--- src/rtl/ssd_pkg.sv ---
// Shared constants for the seven-segment register display.
// State encoding, hex segment table and blanking patterns.
package ssd_pkg;

  typedef enum logic {
    ST_BLANK = 1'b0,
    ST_SHOW  = 1'b1
  } state_t;

  localparam logic [3:0] AN_OFF  = 4'b1111;
  localparam logic [6:0] SEG_OFF = 7'h7F;

  // Active-low {g,f,e,d,c,b,a}, entry 15 first.
  localparam logic [15:0][6:0] HEX_SEG = {
    7'h0E, 7'h06, 7'h21, 7'h46,
    7'h03, 7'h08, 7'h10, 7'h00,
    7'h78, 7'h02, 7'h12, 7'h19,
    7'h30, 7'h24, 7'h79, 7'h40
  };

endpackage

--- src/rtl/hex_to_ssd.sv ---
// Combinational nibble to active-low segment decoder.
// Pure table lookup; no state.
module hex_to_ssd
  import ssd_pkg::*;
(
  input  logic [3:0] nibble,
  output logic [6:0] seg
);

  // Table lookup of the segment pattern
  always_comb begin
    seg = HEX_SEG[nibble];
  end

endmodule

--- src/rtl/ssd_reg_display.sv ---
// Frame-synchronous hex register viewer on a 4-digit muxed display.
// Optional SSD_AUTO_ALTERNATE_EN: auto-toggle shown half every ALT_FRAMES.
module ssd_reg_display
  import ssd_pkg::*;
#(
  parameter int REFRESH_DIV  = 100000,
  parameter int BLANK_FRAMES = 2,
  parameter int ALT_FRAMES   = 256
) (
  input  logic        clk,
  input  logic        reset,
  input  logic [31:0] reg_value,
  input  logic [4:0]  switch_register,
  input  logic        half_sel,
  output logic [3:0]  an,
  output logic [6:0]  seg,
  output logic        dp,
  output logic        frame_tick
);

  localparam int DW = $clog2(REFRESH_DIV);
  localparam int BW = $clog2(BLANK_FRAMES + 1);
  localparam logic [DW-1:0] DIV_LAST = DW'(REFRESH_DIV - 1);
  localparam logic [BW-1:0] BLANK_LOAD = BW'(BLANK_FRAMES - 1);

  logic [DW-1:0] div_cnt_q, div_cnt_d;
  logic [1:0]    digit_idx_q, digit_idx_d;
  logic [31:0]   shadow_q, shadow_d;
  logic [4:0]    idx_q, idx_d;
  logic          half_q, half_d;
  state_t        state_q, state_d;
  logic [BW-1:0] blank_cnt_q, blank_cnt_d;

  logic       slot_end;
  logic       frame_end;
  logic       idx_change;
  logic [3:0] nibble;
  logic [6:0] seg_hex;

  assign slot_end   = (div_cnt_q == DIV_LAST);
  assign frame_end  = slot_end && (digit_idx_q == 2'd3);
  assign idx_change = frame_end && (switch_register != idx_q);

  // Refresh divider, frame capture and blanking FSM next state
  always_comb begin
    div_cnt_d   = slot_end ? '0 : div_cnt_q + 1'b1;
    digit_idx_d = slot_end ? digit_idx_q + 2'd1 : digit_idx_q;
    shadow_d    = frame_end ? reg_value : shadow_q;
    idx_d       = idx_change ? switch_register : idx_q;
    state_d     = state_q;
    blank_cnt_d = blank_cnt_q;
    if (idx_change) begin
      state_d     = ST_BLANK;
      blank_cnt_d = BLANK_LOAD;
    end else if (frame_end && state_q == ST_BLANK) begin
      if (blank_cnt_q == '0) state_d = ST_SHOW;
      else blank_cnt_d = blank_cnt_q - 1'b1;
    end
  end

`ifdef SSD_AUTO_ALTERNATE_EN
  localparam int AW = $clog2(ALT_FRAMES + 1);
  localparam logic [AW-1:0] ALT_LAST = AW'(ALT_FRAMES - 1);

  logic [AW-1:0] alt_cnt_q, alt_cnt_d;
  logic          unused_half_sel;

  assign unused_half_sel = half_sel;

  // Frame counter flips the shown half; restarts on index change
  always_comb begin
    alt_cnt_d = alt_cnt_q;
    half_d    = half_q;
    if (idx_change) begin
      alt_cnt_d = '0;
    end else if (frame_end) begin
      if (alt_cnt_q == ALT_LAST) begin
        alt_cnt_d = '0;
        half_d    = ~half_q;
      end else begin
        alt_cnt_d = alt_cnt_q + 1'b1;
      end
    end
  end

  // Alternate counter register
  always_ff @(posedge clk or posedge reset) begin
    if (reset) alt_cnt_q <= '0;
    else alt_cnt_q <= alt_cnt_d;
  end
`else
  localparam int unused_alt_frames = ALT_FRAMES;

  // Half latch follows the switch, sampled at frame boundaries
  always_comb begin
    half_d = frame_end ? half_sel : half_q;
  end
`endif

  // State registers
  always_ff @(posedge clk or posedge reset) begin
    if (reset) begin
      div_cnt_q   <= '0;
      digit_idx_q <= 2'd0;
      shadow_q    <= '0;
      idx_q       <= '0;
      half_q      <= 1'b0;
      state_q     <= ST_BLANK;
      blank_cnt_q <= BLANK_LOAD;
    end else begin
      div_cnt_q   <= div_cnt_d;
      digit_idx_q <= digit_idx_d;
      shadow_q    <= shadow_d;
      idx_q       <= idx_d;
      half_q      <= half_d;
      state_q     <= state_d;
      blank_cnt_q <= blank_cnt_d;
    end
  end

  assign nibble = shadow_q[{half_q, digit_idx_q, 2'b00} +: 4];

  hex_to_ssd u_hex (
    .nibble (nibble),
    .seg    (seg_hex)
  );

  // Drive display; anode held off in first cycle of each slot
  always_comb begin
    an         = AN_OFF;
    seg        = SEG_OFF;
    dp         = 1'b1;
    frame_tick = frame_end;
    if (state_q == ST_SHOW) begin
      seg = seg_hex;
      if (div_cnt_q != '0) begin
        an = ~(4'b0001 << digit_idx_q);
        dp = ~(half_q && digit_idx_q == 2'd0);
      end
    end
  end

endmodule
--- config.mk ---
export PLATFORM = sky130hd
export DESIGN_NAME = ssd_reg_display
export DESIGN_NICKNAME = d
export VERILOG_FILES = /design/src/rtl/ssd_pkg.sv /design/src/rtl/hex_to_ssd.sv /design/src/rtl/ssd_reg_display.sv
export SDC_FILE = /design/constraint.sdc
export NUM_CORES = 1
export LEC_CHECK = 0
export ABC_CLOCK_PERIOD_IN_PS = 2500
export BUFFER_PORTS_ARGS = -buffer_cell sky130_fd_sc_hd__buf_2
export CAP_MARGIN = 20
export CORE_MARGIN = 10
export CORE_UTILIZATION = 51
export DETAILED_ROUTE_END_ITERATION = 12
export GPL_ROUTABILITY_DRIVEN = 1
export PLACE_DENSITY_LB_ADDON = 0.3
export SYNTH_ARGS = -nofsm -noshare
export SYNTH_HDL_FRONTEND = slang
export SYNTH_SLANG_ARGS = --single-unit
--- constraint.sdc ---
create_clock -name clk -period 2.5 [get_ports clk]
set_input_delay 0.375 -clock clk [delete_from_list [all_inputs] [get_ports clk]]
set_output_delay 0.375 -clock clk [all_outputs]
set_load 0.02 [all_outputs]
==> results.yml, run 1 <==
power:
  p_int_w: 0.00159
  p_per_area_nw_per_um2: 504
  p_leak_nw: 1.83
  netSwitchingPower_w: 0.000403
  ir_worst_vdd_mv: 0.357
  switching_share_pct: 20.3
  pwr-share-seq_pct: 48.8
  power_frac_clock_pct: 48.2
  pwr-share-comb_pct: 2.9
cells_and_area:
  layout_common_cells: "127 x nand2_1, 56 x dfrtp_1, 43 x buf_2"
  syn_to_final_growth_pct: 25.4
  antenna_cells: 0
  final_common_cell: "nand2_1"
  final_cells: 489
  nNetsFinal: 461
  drive_above_1_share_pct: 28.5
  fillers: 473
setup_path:
  crit_required_ns: 2.12
  rr_startpoint: "div_cnt_q[12]"
  setup.worst_path.start_class: "flop"
  crit_path_end_kind: "output port"
  crit_path_start: "digit_idx_q[1]"
  worstPathArrival_ns: 2.42
  path_class: "reg2out"
  path_max_fanout: 5
clock_network:
  cts_tree: "yes"
  cts_sinks: 60
  root_buffer: "clkbuf_8"
  clock_tree.buffer_depth: 2
  postCtsHoldBufs: 0
  clock_latency_ns: 0.33
  clk_pin_slew_worst_paths_ns: 0.07
  cts_buffers: 9
  h-tree-depth: 3
sta:
  rsz0062_at_grt: "true"
  hold_violations: 0
  fin_crit_ns: 2.80
  worst_pin_slew_ns: 0.746
  setup_viol: 7
  post-route-period-util_pct: 112
  max_freq_ghz: 0.358
  slew_headroom_pct: 49.9
  finalClockSkew_ns: 0.00613
  drv_slew: 0
  setup_ws_ns: -0.297
synth:
  async_flop_share_pct: 100
  synthDistinctLibCells: 43
  synth_area_leaders: "dfrtp_1 47%, nand2_1 15%, ha_1 4.8%, mux4_2 4.3%, xor2_1 3.3%"
  yosys_warnings: 0
  syn_inst: 342
  synth-main-ff-cell: "dfrtp_1"
  synth_seq_cells: 60
  syn-num-nets: 394
  synth_top_cell_area_share_pct: 46.9
  synth_area_leader_cell: "dfrtp_1"
  post_synth.cell_area_avg_um2: 9.21
  ys_seq_area_share_pct: 47.7
  synth-edff-count: 0
  netlist_area_um2: 3150
floorplan:
  start_util_pct: 52.9
  rows: 28
  core_um2: 5960
  die_w_um: 98.6
  die_area_um2: 9720
  pin_count: 53
  die_h_um: 98.6
global_route:
  grt.total_usage_pct: 15.3
  globalRouteOverflowTotal: 0
  grt_max_degree: 41
  antenna_found_initial: 0
  grt_pass1_wl_um: 12400
  grt_pass1_vias: 2603
routing:
  wl_per_cell_um: 14.8
  wirelength_um: 7220
  viasPerCell: 5.25
  antenna_left: 0
  firstDrtPassIters: 4
  drtIter0Drc: 97
  drc: 0
  num_vias: 2569
status:
  status: "finished with violations"
  violations: "negative setup slack"
placed_design:
  dp_hpwl_um: 5210
  io_buffers: 52
  dp_slack_ns: -0.0979
  dp.cells: 468
  gp_congestion: 0.894
job:
  drv_cap: 0
worst_hold_path:
  hold_class: "in2async"
## routing by layer
layer	global-route usage, %	vias to the layer above	part of all wire, %
met5	0	-	0
met4	7.50	0	2.2
met3	4.61	18	5.7
met2	22.4	85	47
met1	19.9	1194	45
li1	-	1272	-
## final timing paths
kind / endpoint / slack [ns] / cells after the start
min: shadow_q[4] / 0.14 / 2
max: seg[2] / -0.30 / 9
min reg2reg: shadow_q[19] / 0.46 / 2
max reg2reg: blank_cnt_q[1] / 0.24 / 6
min in group clk: shadow_q[26] / 0.24 / 3
max in group asynchronous: blank_cnt_q[0] / 1.71 / 3
## Yosys cell counts (2+ instances only)
cell type,count
o211ai_1,4
buf_2,6
nand2_1,127
a22o_1,3
o21ai_0,5
clkbuf_1,5
nor2b_1,4
inv_1,13
dfrtp_1,59
xnor2_1,8
nor2_1,14
mux4_2,6
nand4_1,3
ha_1,12
mux2_2,3
or3_1,2
a21oi_1,6
nor4_1,2
a31oi_1,2
nor4_2,2
nor3_1,6
nand3_1,8
nand2b_1,2
and3_1,3
xor2_1,12
mux2i_1,7
o221ai_1,2
## critical path: stages (launching register included)
cell      delay (ns)
dfrtp_2         0.44
mux4_2          0.53
mux2_4          0.33
inv_4           0.08
ha_4            0.12
a21boi_4        0.17
buf_4           0.13
a21oi_2         0.04
o21ai_1         0.09
buf_4           0.17
## through the flow
| stage | util (%) | hold WS [ns] | instance area (µm²) | TNS [ns] | power [W] |
|---|---|---|---|---|---|
| floorplan | - | 0.433 | 3170 | -0.0251 | 0.00101 |
| global placement | 60.1 | 0.445 | 3580 | -0.00759 | 0.00105 |
| detailed placement | 60.1 | 0.453 | 3580 | -0.176 | 0.00105 |
| CTS | 65.1 | 0.150 | 3880 | -1.69 | 0.00202 |
| global route | 66.3 | 0.177 | 3950 | -2.57 | 0.00206 |
| finish | 66.3 | 0.139 | 3950 | -1.58 | 0.00199 |
## state kept, by name (all words and copies together), names as in the netlist
register / cells
state_q: 1
idx_q: 5
half_q: 1
shadow_q: 32
blank_cnt_q: 2
div_cnt_q: 17
digit_idx_q: 2
## cell families after synthesis
| group | count (synthesis) | synth area share, % |
|---|---|---|
| AO/OA/AOI/OAI | 30 | 6.40 |
| AND/OR/NAND/NOR | 177 | 24.2 |
| flip-flops | 60 | 47.7 |
| XOR/XNOR | 20 | 5.56 |
| multiplexers | 16 | 7.59 |
| buffers and inverters | 27 | 3.81 |
| adder cells (fa/ha/maj) | 12 | 4.77 |
## timing repair
action / 4_1_cts / 5_1_grt
endpoints found under the hold margin: 0 / 0
buffers inserted: 2 / 3
gates resized for setup: 23 / 10
endpoints found under the setup margin: 12 / 13
pin swaps: 5 / 4
## power groups by stage
| stage | Clock [W] | Sequential, W | Combinational [W] |
|---|---|---|---|
| detailed placement | 0 | 0.000989 | 0.0000599 |
| CTS | 0.000985 | 0.000971 | 0.0000604 |
| floorplan | 0 | 0.000990 | 0.0000192 |
| global route | 0.00102 | 0.000970 | 0.0000674 |
| global placement | 0 | 0.000989 | 0.0000589 |
| finish | 0.000960 | 0.000971 | 0.0000585 |
## cell type report
type	instances	area, µm²	share of cell area (%)
clock buffer	12	145	3.68
clock inverter	4	72.6	1.84
inverter	13	51.3	1.30
multi-input combinational	255	1630	41.3
sequential	60	1510	38.1
tap	75	93.8	2.38
timing repair buffer	70	447	11.3
Power figures use the tool's default switching activity.
==> inputs of run 2 (changes only) <==
--- a/config.mk
+++ b/config.mk
@@ -5,14 +5,16 @@
 export SDC_FILE = /design/constraint.sdc
 export NUM_CORES = 1
 export LEC_CHECK = 0
+export ABC_AREA = 1
 export ABC_CLOCK_PERIOD_IN_PS = 2500
 export BUFFER_PORTS_ARGS = -buffer_cell sky130_fd_sc_hd__buf_2
 export CAP_MARGIN = 20
 export CORE_MARGIN = 10
-export CORE_UTILIZATION = 51
+export CORE_UTILIZATION = 52
 export DETAILED_ROUTE_END_ITERATION = 12
 export GPL_ROUTABILITY_DRIVEN = 1
-export PLACE_DENSITY_LB_ADDON = 0.3
+export PLACE_DENSITY = 0.77
+export SLEW_MARGIN = 20
 export SYNTH_ARGS = -nofsm -noshare
 export SYNTH_HDL_FRONTEND = slang
 export SYNTH_SLANG_ARGS = --single-unit
==> results.yml, run 2 <==
synth:
  synth_top_cell_area_share_pct: 42.4
  synth-edff-count: 0
  synthTopCellsByCount: "138 x nand2_1, 76 x inv_1, 59 x dfrtp_1, 59 x nand3_1, 35 x o21ai_0"
  post_synth.cell_area_avg_um2: 7.30
  yosysMostFrequentCell: "nand2_1"
  synth-main-ff-cell: "dfrtp_1"
  netlist_area_um2: 3480
  syn_inst: 477
  yosys_warnings: 0
  syn-num-nets: 529
  synth_area_leader_cell: "dfrtp_1"
  synth_seq_cells: 60
  synth_area_leaders: "dfrtp_1 42%, nand2_1 15%, nand3_1 8.5%, inv_1 8.2%, o21ai_0 5.0%"
  ys_seq_area_share_pct: 43.1
  async_flop_share_pct: 100
  synthDistinctLibCells: 29
clock_network:
  cts_sinks: 60
  cts_buffers: 9
  clock_tree.buffer_depth: 2
  clock_latency_ns: 0.34
  root_buffer: "clkbuf_8"
  h-tree-depth: 3
  clk_pin_slew_worst_paths_ns: 0.07
  cts_tree: "yes"
  postCtsHoldBufs: 0
status:
  violations: "negative setup slack"
  status: "finished with violations"
sta:
  rsz0062_at_grt: "true"
  finalSetupTns_ns: -0.244
  setup_viol: 5
  setup_ws_ns: -0.0672
  slew_headroom_pct: 48.5
  finalClockSkew_ns: 0.00488
  worst_pin_slew_ns: 0.772
  fin_crit_ns: 2.57
  post-route-period-util_pct: 103
  max_freq_ghz: 0.390
  drv_slew: 0
  hold_violations: 0
cells_and_area:
  drive_above_1_share_pct: 24.0
  multi_input_area_um2: 1780
  largestRegisters: "shadow_q (32), div_cnt_q (17), idx_q (5)"
  syn_to_final_growth_pct: 24.0
  final_util_pct: 67.3
  antenna_cells: 0
  layout_common_cells: "130 x nand2_1, 72 x inv_1, 57 x dfrtp_1"
  largest_reg_flops: 32
  final_common_cell: "nand2_1"
  regArea_um2: 1510
  nNetsFinal: 595
  largest-register: "shadow_q"
  fillers: 498
  fin_area_um2: 4320
global_route:
  grt_pass1_wl_um: 14700
  grt_max_degree: 61
  grt.total_usage_pct: 17.6
  globalRouteOverflowTotal: 0
  antenna_found_initial: 0
  grt_pass1_vias: 3152
setup_path:
  crit_chain: "inv_6 -> buf_4 -> nand2_1 -> nand3_1 -> nand3_1 -> nand2_2 -> buf_6 -> ha_1 -> nand3_2 -> nor2_1 -> nor2_1 -> nand2_1 -> buf_6"
  crit_required_ns: 2.12
  cpPeakStageDelay_ns: 0.46
  worstPathArrival_ns: 2.19
  path_class: "reg2out"
  setup.worst_path.start_class: "flop"
  path_max_fanout: 11
  slowest_stage: "dfrtp_2"
  crit_path_end_kind: "output port"
floorplan:
  die_w_um: 102
  pin_count: 53
  die_h_um: 102
  die_area_um2: 10400
  start_util_pct: 54.2
  core_um2: 6420
  rows: 29
placed_design:
  post_dp_cell_area_um2: 3830
  dp_hpwl_um: 6140
  io_buffers: 52
  gp_congestion: 0.887
  dp_slack_ns: 0.219
routing:
  firstDrtPassIters: 4
  antenna_left: 0
  drc: 0
  wirelength_um: 9360
  drtIter0Drc: 236
  num_vias: 3294
  wl_per_cell_um: 15.0
  viasPerCell: 5.29
job:
  drv_cap: 0
power:
  p_per_area_nw_per_um2: 423
  ir_worst_vdd_mv: 0.369
  p_leak_nw: 2.19
  finalPower_w: 0.00183
worst_hold_path:
  hold_class: "in2reg"
## run 2: cell types whose count changed after synthesis, moves of 6 or more
cell and delta:
xnor2_1 -7, mux2i_1 -7, nand2_1 +11, nand4_1 +8, inv_1 +63, mux4_2 -6, nand3_1 +51, o21ai_0 +30
nor2_1 +18
## run 2: logic make-up after synthesis
group	synth area share, %
DFF	43.1
AOI/OAI and AO/OA	6.32
and+or+nand+nor	31.8
adders and majority gates	4.31
xor gates and xnor gates	3.27
buffers and inverters	11.2
## run 2: repair_timing
item | 4_1_cts | 5_1_grt
setup buffers | 5 | 2
cloned | 1 | 0
pin swaps | 12 | 8
gates resized for setup | 43 | 22
setup endpoints to repair | 7 | 7
## run 2: cell type report
type | instances | share of cell area, %
Clock buffer | 12 | 3.82
Timing Repair Buffer | 67 | 10.1
Inverter | 83 | 7.44
Tap cell | 77 | 2.23
Clock inverter | 2 | 0.232
Multi-Input combinational cell | 322 | 41.3
Sequential cell | 60 | 34.8
## run 2: routing by layer
| layer | global-route usage (%) | vias to the layer above | part of all wire, % |
|---|---|---|---|
| li1 | - | 1623 | - |
| met1 | 22.7 | 1538 | 44 |
| met2 | 27.5 | 115 | 47 |
| met3 | 3.85 | 18 | 6.8 |
| met4 | 8.13 | 0 | 1.9 |
| met5 | 0 | - | 0 |
## run 2: metrics by stage
stage | cells | hold slack [ns]
final | 623 | 0.246
after floorplan | 477 | 0.450
after CTS | 621 | 0.234
after detailed placement | 601 | 0.473
after global routing | 623 | 0.251
after global placement | 601 | 0.468
## run 2: critical path: cells and delay by family (launching register included)
family | cells | cell delay, ns
fa+ha+maj | 1 | 0.18
buf+inv | 4 | 0.49
flops | 1 | 0.46
simple gates | 8 | 0.74
## run 2: path summary, 6_finish.rpt
kind / cells past startpoint / from / to / slack (ns)
min in group asynchronous: 3 / reset / shadow_q[21] / 0.26
min reg2reg: 2 / blank_cnt_q[0] / blank_cnt_q[0] / 0.49
max in group asynchronous: 3 / reset / digit_idx_q[0] / 1.69
max reg2reg: 10 / div_cnt_q[0] / shadow_q[1] / 0.53
max: 13 / digit_idx_q[0] / seg[6] / -0.07
min: 3 / reg_value[26] / shadow_q[26] / 0.25
## run 2: power by group
group / switching (W) / internal [W]
Clock: 0.000369 / 0.000427
Sequential: 0 / 0.000971
Combinational: 0.0000338 / 0.0000249
